File: src/rtl/seg_reader_pkg.sv
// seg_reader_pkg -- shared definitions for the seven-segment frame reader.
//
// Contents:
//   NUM_DIGITS       number of multiplexed digit positions (fixed at 4)
//   SEG_CODE_TABLE   active-low segment pattern for each hex nibble,
//                    bit 6 = segment a .. bit 0 = segment g
//   sampler_state_e  sampler FSM state encoding
//   exactly_one_low  true when exactly one anode line is driven low
//   low_index        position of the low anode line
//
// Optional feature macro used by the files that import this package:
//   SEG_FRAME_READER_DP_EN (decimal-point capture)
package seg_reader_pkg;

  localparam int NUM_DIGITS = 4;
  localparam int SEG_W      = 7;
  localparam int NIB_W      = 4;

  typedef enum logic [1:0] {
    ST_IDLE   = 2'd0,
    ST_SETTLE = 2'd1,
    ST_LOCKED = 2'd2
  } sampler_state_e;

  // Entry i is the pattern that displays hex digit i.
  localparam logic [15:0][SEG_W-1:0] SEG_CODE_TABLE = {
    7'b0111000,  // F
    7'b0110000,  // E
    7'b1000010,  // D
    7'b0110001,  // C
    7'b1100000,  // B
    7'b0001000,  // A
    7'b0000100,  // 9
    7'b0000000,  // 8
    7'b0001111,  // 7
    7'b0100000,  // 6
    7'b0100100,  // 5
    7'b1001100,  // 4
    7'b0000110,  // 3
    7'b0010010,  // 2
    7'b1001111,  // 1
    7'b0000001   // 0
  };

  function automatic logic exactly_one_low(input logic [NUM_DIGITS-1:0] an);
    logic [2:0] n;
    n = '0;
    for (int i = 0; i < NUM_DIGITS; i++) begin
      n = n + {2'b00, ~an[i]};
    end
    return (n == 3'd1);
  endfunction

  function automatic logic [1:0] low_index(input logic [NUM_DIGITS-1:0] an);
    logic [1:0] idx;
    idx = '0;
    for (int i = 0; i < NUM_DIGITS; i++) begin
      if (!an[i]) idx = 2'(i);
    end
    return idx;
  endfunction

endpackage

File: src/rtl/seg_frame_reader_if.sv
// seg_frame_reader_if -- frame output handshake of the segment reader.
//
// Signals:
//   out_data   captured frame, digit i in bits [4i+3:4i]
//   out_valid  frame available
//   out_ready  consumer accepts; a transfer happens when both are high
//   out_dp     per-digit decimal point, lit = 1 (only with SEG_FRAME_READER_DP_EN)
//
// Modports: master = reader side, slave = consumer side.
interface seg_frame_reader_if;
  import seg_reader_pkg::*;

  logic [NIB_W*NUM_DIGITS-1:0] out_data;
  logic                        out_valid;
  logic                        out_ready;
`ifdef SEG_FRAME_READER_DP_EN
  logic [NUM_DIGITS-1:0]       out_dp;

  modport master (output out_data, output out_valid, output out_dp, input out_ready);
  modport slave  (input out_data, input out_valid, input out_dp, output out_ready);
`else
  modport master (output out_data, output out_valid, input out_ready);
  modport slave  (input out_data, input out_valid, output out_ready);
`endif

endinterface

File: src/rtl/seg_pattern_decode.sv
// seg_pattern_decode -- combinational lookup of a 7-bit active-low segment
// pattern against the hex code table.
//
// Ports:
//   pattern  in   7  segment pattern, bit 6 = a .. bit 0 = g
//   hit      out  1  pattern matched one of the 16 hex codes
//   nibble   out  4  matched hex value (0 when no hit)
module seg_pattern_decode
  import seg_reader_pkg::*;
(
  input  logic [SEG_W-1:0] pattern,
  output logic             hit,
  output logic [NIB_W-1:0] nibble
);

  // Table entries are distinct, so at most one comparison succeeds.
  always_comb begin
    hit    = 1'b0;
    nibble = '0;
    for (int i = 0; i < 16; i++) begin
      if (pattern == SEG_CODE_TABLE[i]) begin
        hit    = 1'b1;
        nibble = 4'(i);
      end
    end
  end

endmodule

File: src/rtl/seg_frame_reader.sv
// seg_frame_reader -- samples a multiplexed seven-segment display bus,
// debounces each digit, decodes it to hex and presents complete 4-digit
// frames on a valid/ready handshake.
//
// Parameters:
//   STABLE_CYCLES  identical consecutive samples before a digit is accepted (2..15)
//   NUM_DIGITS     multiplexed digit positions (fixed at 4)
//
// Ports:
//   clk       in   1   clock, rising edge
//   rst_n     in   1   asynchronous active-low reset
//   seg       in   7   segment lines, active-low, seg[6]=a .. seg[0]=g
//   an        in   4   digit enables, active-low, an[i] selects digit i
//   dp        in   1   decimal point, active-low (SEG_FRAME_READER_DP_EN only)
//   err_clr   in   1   synchronous clear of the sticky flags
//   frm       master modport of seg_frame_reader_if (out_data/out_valid/out_ready[/out_dp])
//   bad_code  out  1   sticky: a stable pattern matched no hex code
//   overrun   out  1   sticky: a complete frame was dropped
//
// Optional feature: define SEG_FRAME_READER_DP_EN to add decimal-point capture.
//
// Pipeline: p0 = sampler + capture register, p1 = decode into digit slots,
// p2 = frame output register. A capture at edge N lands in its slot at N+1
// and a completed frame reaches out_valid at N+2.
module seg_frame_reader #(
  parameter int STABLE_CYCLES = 4,
  parameter int NUM_DIGITS    = 4
) (
  input  logic                  clk,
  input  logic                  rst_n,
  input  logic [6:0]            seg,
  input  logic [NUM_DIGITS-1:0] an,
`ifdef SEG_FRAME_READER_DP_EN
  input  logic                  dp,
`endif
  input  logic                  err_clr,
  seg_frame_reader_if.master    frm,
  output logic                  bad_code,
  output logic                  overrun
);
  import seg_reader_pkg::*;

  localparam logic [1:0] IDLE   = ST_IDLE;
  localparam logic [1:0] SETTLE = ST_SETTLE;
  localparam logic [1:0] LOCKED = ST_LOCKED;

`ifdef SEG_FRAME_READER_DP_EN
  localparam int SMP_W = NUM_DIGITS + SEG_W + 1;
`else
  localparam int SMP_W = NUM_DIGITS + SEG_W;
`endif

  logic [SMP_W-1:0] smp;
`ifdef SEG_FRAME_READER_DP_EN
  assign smp = {an, seg, dp};
`else
  assign smp = {an, seg};
`endif

  logic one_low;
  assign one_low = exactly_one_low(an);

  // ---------------- p0: sampler FSM and capture register ----------------
  logic [1:0]       state_p0, state_nxt;
  logic [3:0]       cnt_p0, cnt_nxt;
  logic [SMP_W-1:0] smp_prev_p0;
  logic             capture;

  logic             cap_vld_p0;
  logic [SEG_W-1:0] cap_seg_p0;
  logic [1:0]       cap_idx_p0;
`ifdef SEG_FRAME_READER_DP_EN
  logic             cap_dp_p0;
`endif

  always_comb begin
    state_nxt = state_p0;
    cnt_nxt   = cnt_p0;
    capture   = 1'b0;
    if (!one_low) begin
      state_nxt = IDLE;
      cnt_nxt   = '0;
    end else begin
      case (state_p0)
        SETTLE: begin
          if (smp == smp_prev_p0) begin
            cnt_nxt = cnt_p0 + 4'd1;
            // Counter only climbs inside SETTLE, so the match fires once.
            if (cnt_nxt == 4'(STABLE_CYCLES)) begin
              capture   = 1'b1;
              state_nxt = LOCKED;
            end
          end else begin
            cnt_nxt = 4'd1;
          end
        end
        LOCKED: begin
          if (smp != smp_prev_p0) begin
            state_nxt = SETTLE;
            cnt_nxt   = 4'd1;
          end
        end
        default: begin
          state_nxt = SETTLE;
          cnt_nxt   = 4'd1;
        end
      endcase
    end
  end

  always_ff @(posedge clk or negedge rst_n) begin
    if (!rst_n) begin
      state_p0    <= IDLE;
      cnt_p0      <= '0;
      smp_prev_p0 <= '0;
      cap_vld_p0  <= 1'b0;
      cap_seg_p0  <= '0;
      cap_idx_p0  <= '0;
`ifdef SEG_FRAME_READER_DP_EN
      cap_dp_p0   <= 1'b0;
`endif
    end else begin
      state_p0    <= state_nxt;
      cnt_p0      <= cnt_nxt;
      smp_prev_p0 <= smp;
      cap_vld_p0  <= capture;
      if (capture) begin
        cap_seg_p0 <= seg;
        cap_idx_p0 <= low_index(an);
`ifdef SEG_FRAME_READER_DP_EN
        cap_dp_p0  <= ~dp;
`endif
      end
    end
  end

  // ---------------- p1: decode into digit slots ----------------
  logic                             dec_hit;
  logic [NIB_W-1:0]                 dec_nib;
  logic [NUM_DIGITS-1:0][NIB_W-1:0] slot_p1;
  logic [NUM_DIGITS-1:0]            seen_p1, seen_set, seen_nxt;
`ifdef SEG_FRAME_READER_DP_EN
  logic [NUM_DIGITS-1:0]            slot_dp_p1;
`endif

  seg_pattern_decode u_decode (
    .pattern (cap_seg_p0),
    .hit     (dec_hit),
    .nibble  (dec_nib)
  );

  logic frame_full, frame_load, frame_drop, bad_set;
  logic out_valid_p2;

  assign frame_full = &seen_p1;
  assign frame_load = frame_full && (!out_valid_p2 || frm.out_ready);
  assign frame_drop = frame_full && out_valid_p2 && !frm.out_ready;
  assign bad_set    = cap_vld_p0 && !dec_hit;

  always_comb begin
    seen_set = '0;
    if (cap_vld_p0 && dec_hit) seen_set[cap_idx_p0] = 1'b1;
  end

  // A fresh capture survives the frame-complete clear of the seen bits.
  assign seen_nxt = (frame_full ? '0 : seen_p1) | seen_set;

  always_ff @(posedge clk or negedge rst_n) begin
    if (!rst_n) begin
      slot_p1    <= '0;
      seen_p1    <= '0;
`ifdef SEG_FRAME_READER_DP_EN
      slot_dp_p1 <= '0;
`endif
    end else begin
      seen_p1 <= seen_nxt;
      if (cap_vld_p0 && dec_hit) begin
        slot_p1[cap_idx_p0]    <= dec_nib;
`ifdef SEG_FRAME_READER_DP_EN
        slot_dp_p1[cap_idx_p0] <= cap_dp_p0;
`endif
      end
    end
  end

  // ---------------- p2: frame output and sticky flags ----------------
  logic [NIB_W*NUM_DIGITS-1:0] out_data_p2;
  logic                        bad_code_p2, overrun_p2;
`ifdef SEG_FRAME_READER_DP_EN
  logic [NUM_DIGITS-1:0]       out_dp_p2;
`endif

  always_ff @(posedge clk or negedge rst_n) begin
    if (!rst_n) begin
      out_data_p2  <= '0;
      out_valid_p2 <= 1'b0;
      bad_code_p2  <= 1'b0;
      overrun_p2   <= 1'b0;
`ifdef SEG_FRAME_READER_DP_EN
      out_dp_p2    <= '0;
`endif
    end else begin
      out_valid_p2 <= frame_load || (out_valid_p2 && !frm.out_ready);
      if (frame_load) begin
        out_data_p2 <= slot_p1;
`ifdef SEG_FRAME_READER_DP_EN
        out_dp_p2   <= slot_dp_p1;
`endif
      end
      bad_code_p2 <= bad_set    || (bad_code_p2 && !err_clr);
      overrun_p2  <= frame_drop || (overrun_p2  && !err_clr);
    end
  end

  assign frm.out_data  = out_data_p2;
  assign frm.out_valid = out_valid_p2;
`ifdef SEG_FRAME_READER_DP_EN
  assign frm.out_dp    = out_dp_p2;
`endif
  assign bad_code      = bad_code_p2;
  assign overrun       = overrun_p2;

endmodule

File: src/flat_wrapper.sv
// flat-port wrapper written by rule: the top's interface ports become plain ports
module seg_frame_reader_flat import seg_reader_pkg::*;
#(
  parameter int STABLE_CYCLES = 4,
  parameter int NUM_DIGITS    = 4
)
  (clk, rst_n, seg, an, err_clr, bad_code, overrun, frm_out_data, frm_out_valid, frm_out_ready);
  seg_frame_reader_if frm_i ();
  input  logic clk;
  input  logic rst_n;
  input  logic [6:0] seg;
  input  logic [NUM_DIGITS-1:0] an;
  input  logic err_clr;
  output logic bad_code;
  output logic overrun;
  output wire logic [$bits(frm_i.out_data)-1:0] frm_out_data;
  output wire logic [$bits(frm_i.out_valid)-1:0] frm_out_valid;
  input wire logic [$bits(frm_i.out_ready)-1:0] frm_out_ready;
  assign frm_out_data = frm_i.out_data;
  assign frm_out_valid = frm_i.out_valid;
  assign frm_i.out_ready = frm_out_ready;
  seg_frame_reader #(.STABLE_CYCLES(STABLE_CYCLES), .NUM_DIGITS(NUM_DIGITS)) u_core (.clk(clk), .rst_n(rst_n), .seg(seg), .an(an), .err_clr(err_clr), .frm(frm_i), .bad_code(bad_code), .overrun(overrun));
endmodule
File: config.mk
export PLATFORM = sky130hd
export DESIGN_NAME = seg_frame_reader_flat
export DESIGN_NICKNAME = d
export VERILOG_FILES = /design/src/rtl/seg_reader_pkg.sv /design/src/rtl/seg_frame_reader_if.sv /design/src/rtl/seg_pattern_decode.sv /design/src/rtl/seg_frame_reader.sv /design/src/flat_wrapper.sv
export SDC_FILE = /design/constraint.sdc
export NUM_CORES = 1
export LEC_CHECK = 0
export BUFFER_PORTS_ARGS = -buffer_cell sky130_fd_sc_hd__clkbuf_2
export CORE_MARGIN = 5
export CORE_UTILIZATION = 65
export CTS_BUF_LIST = sky130_fd_sc_hd__clkbuf_4 sky130_fd_sc_hd__clkbuf_8
export CTS_CLUSTER_DIAMETER = 80
export DETAILED_ROUTE_END_ITERATION = 12
export GPL_TIMING_DRIVEN = 0
export MAX_ROUTING_LAYER = met4
export PLACE_DENSITY = 0.94
export SLEW_MARGIN = 20
export SYNTH_ARGS = -nofsm -noshare
export SYNTH_HDL_FRONTEND = slang
export SYNTH_SLANG_ARGS = --single-unit
File: constraint.sdc
create_clock -name clk -period 3.3 [get_ports clk]
set_input_delay 0.33 -clock clk [delete_from_list [all_inputs] [get_ports clk]]
set_output_delay 0.33 -clock clk [all_outputs]
set_load 0.05 [all_outputs]
==> results.md <==
Synth:
- The sequential cell area fraction in the yosys report is 55.4%.
- The leading area contributor after synthesis is sky130_fd_sc_hd__dfrtp_1.
- Synthesis produced a netlist with a net count of 267.
- A synthesized cell averages 12.1 sq um.
- In the post-synthesis netlist, the biggest area contributors are sky130_fd_sc_hd__dfrtp_1 55%, sky130_fd_sc_hd__mux2_2 11%, sky130_fd_sc_hd__xnor2_1 3.5%.
- The synthesized design contains 66 register bits.
- In the synthesized netlist the async set-or-reset flop fraction comes to 100%.
- Of the post-synthesis cell area, the dominant cell type holds 55.4%.
- For this run, the number of Yosys warnings is 0.
- Yosys mapped the design onto 50 distinct sky130hd cell types.
- Counting every instance in the synthesized netlist gives 247.
- The commonest register cell after synthesis is sky130_fd_sc_hd__dfrtp_1.
- Yosys mapped a number of flops with a built-in enable equal to 0.
- The mapped netlist covers 2980 sq um.

Die:
- The floorplan step set the die height to 77.7 microns.
- The area of the core region is 4410 sq um.
- The die covers 6040 sq um.
- For this configuration, the core starts out at a cell density of 67.5%.
- For this design the top-level I/O count stands at 34.
- After floorplanning, the core was divided into 24 placement rows.
- The width of the die is 77.7 microns.

Route:
- The post-detailed-route DRC marker count is 0.
- After detailed routing, the total wire length is 6650 microns.
- The first-pass iteration count of the detailed router is 5.
- The routed wire length per instance is 19.0 microns.
- The DRC marker count from the first detailed-route iteration is 330.
- The count of nets left with antenna violations once routing finished came out at 0.
- Detailed routing inserted a total of 2181 vias.
- After detailed routing, the number of vias per cell comes to 6.23.

Global routing:
- Global routing consumed, on the met1 layer, 31.9% of the routing resources.
- The initial antenna violation count came to 0.
- The met2 usage is 37.9%.
- For met3 alone, demand over resource in global routing was 4.63%.
- The first global-routing pass estimated 11200 microns of wire.
- Global routing used 24.4% of the available tracks across all layers.
- met2 is the most crowded layer.
- The largest net degree at the start of global routing is 45.
- The number of global-route vias before repair was 2239.
- The total congestion overflow after global routing is 0.

Critical path:
- The signal on the critical path passes through clkbuf_2, inv_1, ha_1, fa_1, ha_1, nor2_1, nand4_1, clkbuf_1, mux2_2.
- STA puts the critical path data arrival time at 2.57 ns.
- The most numerous cell type found on the critical path is sky130_fd_sc_hd__ha_1.
- The kind of capture point of the worst setup path is a flop.
- The cell with the largest stage delay on the worst path is sky130_fd_sc_hd__fa_1.
- On the worst path, the slowest cell contributes a delay of 0.38 ns.
- In this run the register-to-register setup slack is 1.07 ns.
- Of all nets on the critical path, the largest fanout is 10.
- The worst setup path category is in -> reg.
- The required time of the worst setup path is 3.53 ns.
- The element type at the critical path start is an input port.

Pwr:
- The maximum resistive drop on vdd is 416 uV.
- In this run the static leakage power is 1.76 nW.
- Dividing total power by cell area gives a power density of 503 nW/um^2.

Clock network:
- Counting the buffers created by CTS gives 9.
- In this run the deepest clock path goes through 2 buffers.
- The cell chosen for the clock root is sky130_fd_sc_hd__clkbuf_8.
- The clock slew seen by the registers of the worst setup and hold paths is 0.07 ns.
- The clock latency reported for the late side of the worst-skew pair is 0.34 ns.
- TritonCTS built the clock tree.
- The setup fix buffers added after clock tree synthesis is 0.
- The H-tree depth is 3.
- The clock net in this run drives a total of 66 sinks.

Placed design:
- The congestion estimate from routability-driven global placement came to 0.915.
- The count of buffers added on input and output ports is 33.
- Prior to clock tree synthesis, the placed netlist has a worst setup slack of 0.628 ns.
- The post-DP HPWL is 4530 microns.
- The instance area at placement is 3230 sq um.

Finish:
- The final standard cell area without fillers is 3500 sq um.
- The library cell used most frequently in the layout, excluding fill and tap cells, is sky130_fd_sc_hd__dfrtp_1.
- At the end of the flow the core is filled with cells to 79.3%.
- The area growth from synthesis to layout is 17.4%.
- The library cells used most frequently in the layout, excluding fill and tap cells, are 66 x sky130_fd_sc_hd__dfrtp_1, 32 x sky130_fd_sc_hd__clkbuf_2, 28 x sky130_fd_sc_hd__mux2_2, 15 x sky130_fd_sc_hd__nor2_1, 13 x sky130_fd_sc_hd__nand2_1.
- The final antenna diode count is 0.
- The net count of the finished layout is 313.
- The share of post-route cells with drive strength above 1 is 31.9%.

Timing:
- The pin slew with the least headroom to its limit is 0.673 ns.
- After layout, the worst path uses 71.0% of the clock period.
- The total of endpoints with negative setup slack in the final report is 0.
- Setup repair after global routing left no endpoint under its margin.
- Based on the critical path, the design can be clocked at up to 427 MHz.
- The slack of the critical path is 0.955 ns.
- The worst setup skew after layout is 0.00717 ns.
- The aggregate negative setup slack is 0 ns.
- The final count of hold timing violations came to 0.
- The clock period minus worst slack is 2.34 ns.
- The worst-case headroom to the max-slew limit is 54.6%.
- The count of pins over their slew limit came to 0.

Run status:
- The run finished with clean final reports.

Run:
- The count of maximum capacitance violations is 0.

Min path:
- The worst hold-check path type is in -> reg.
per-stage QoR:
step	instances	hold WS (ns)	power (mW)
floorplan	247	0.0344	0.871
global placement	332	0.464	0.905
detailed placement	333	0.283	0.914
CTS	350	0.130	1.76
global route	350	0.129	1.82
finish	350	0.136	1.76
layout make-up:
type / count / area [sq um]
flip-flops and latches: 66 / 1650
multi-input cells: 161 / 1240
fillers: 258 / 913
repair buffers: 35 / 198
clock buffers: 12 / 159
clock inverters: 4 / 97.6
well taps: 52 / 65.1
plain buffers: 10 / 50.0
inverters: 10 / 37.5
metal layers:
layer | part of all wire [%] | vias up
met2 | 51 | 75
met3 | 5.4 | 11
li1 | - | 978
met1 | 43 | 1117
met5 | 0 | -
met4 | 1.4 | 0
kinds of logic after synthesis:
group           after synthesis  share of synthesized area [%]
compound gates               44                           11.6
xor+xnor                     13                           3.82
fa+ha+maj                     5                           2.35
buf+inv                      20                           2.94
flops                        66                           55.4
mux                          30                           11.3
simple gates                 69                           12.6
flip-flops by register name, indices dropped and copies added, names as in the netlist, 2 cells and up:
name and count:
u_core.frm.out_data 16, u_core.slot_p1 16, u_core.smp_prev_p0 11, u_core.cap_seg_p0 7, u_core.cnt_p0 4, u_core.seen_p1 4, u_core.cap_idx_p0 2, u_core.state_p0 2
synthesized netlist by cell type (all sizes together) (3+ instances only):
master,count
nand2,14
a22o,4
a21oi,6
dfrtp,66
nor4bb,3
a22oi,3
xnor2,12
nor2b,5
a21o,6
mux2,29
inv,10
ha,4
nor2,19
buf,8
o22a,4
nand4,5
nand3,5
a2bb2oi,4
o21ai,4
nor3,4
worst max-delay path: cells and delay by family:
family	cells	cell delay (ns)
AND/OR/NAND/NOR	2	0.42
adder cells (fa/ha/maj)	3	0.97
multiplexers	1	0.35
buffers and inverters	3	0.51
path summary, 6_finish.rpt:
check                                          start                     to  cells past startpoint
worst max-delay path                           an[1]   u_core.cap_seg_p0[1]                      9
worst max register to register  u_core.cap_seg_p0[6]      u_core.slot_p1[4]                      7
worst min register to register     u_core.seen_p1[1]      u_core.seen_p1[1]                      1
min in group asynchronous                      rst_n  u_core.smp_prev_p0[7]                      2
max in group asynchronous                      rst_n      u_core.slot_p1[9]                      3
worst min-delay path                          seg[3]  u_core.smp_prev_p0[3]                      1
where the power goes:
| group | switching (mW) | internal (mW) |
|---|---|---|
| logic | 0.0424 | 0.0290 |
| clock network | 0.310 | 0.552 |
| registers | 0.00723 | 0.820 |
| total | 0.360 | 1.40 |
what timing repair did:
item,CTS,global route
endpoints found under the hold margin,22,0
hold buffers,1,0
resized for setup,0,0
Power figures use the tool's default switching activity.
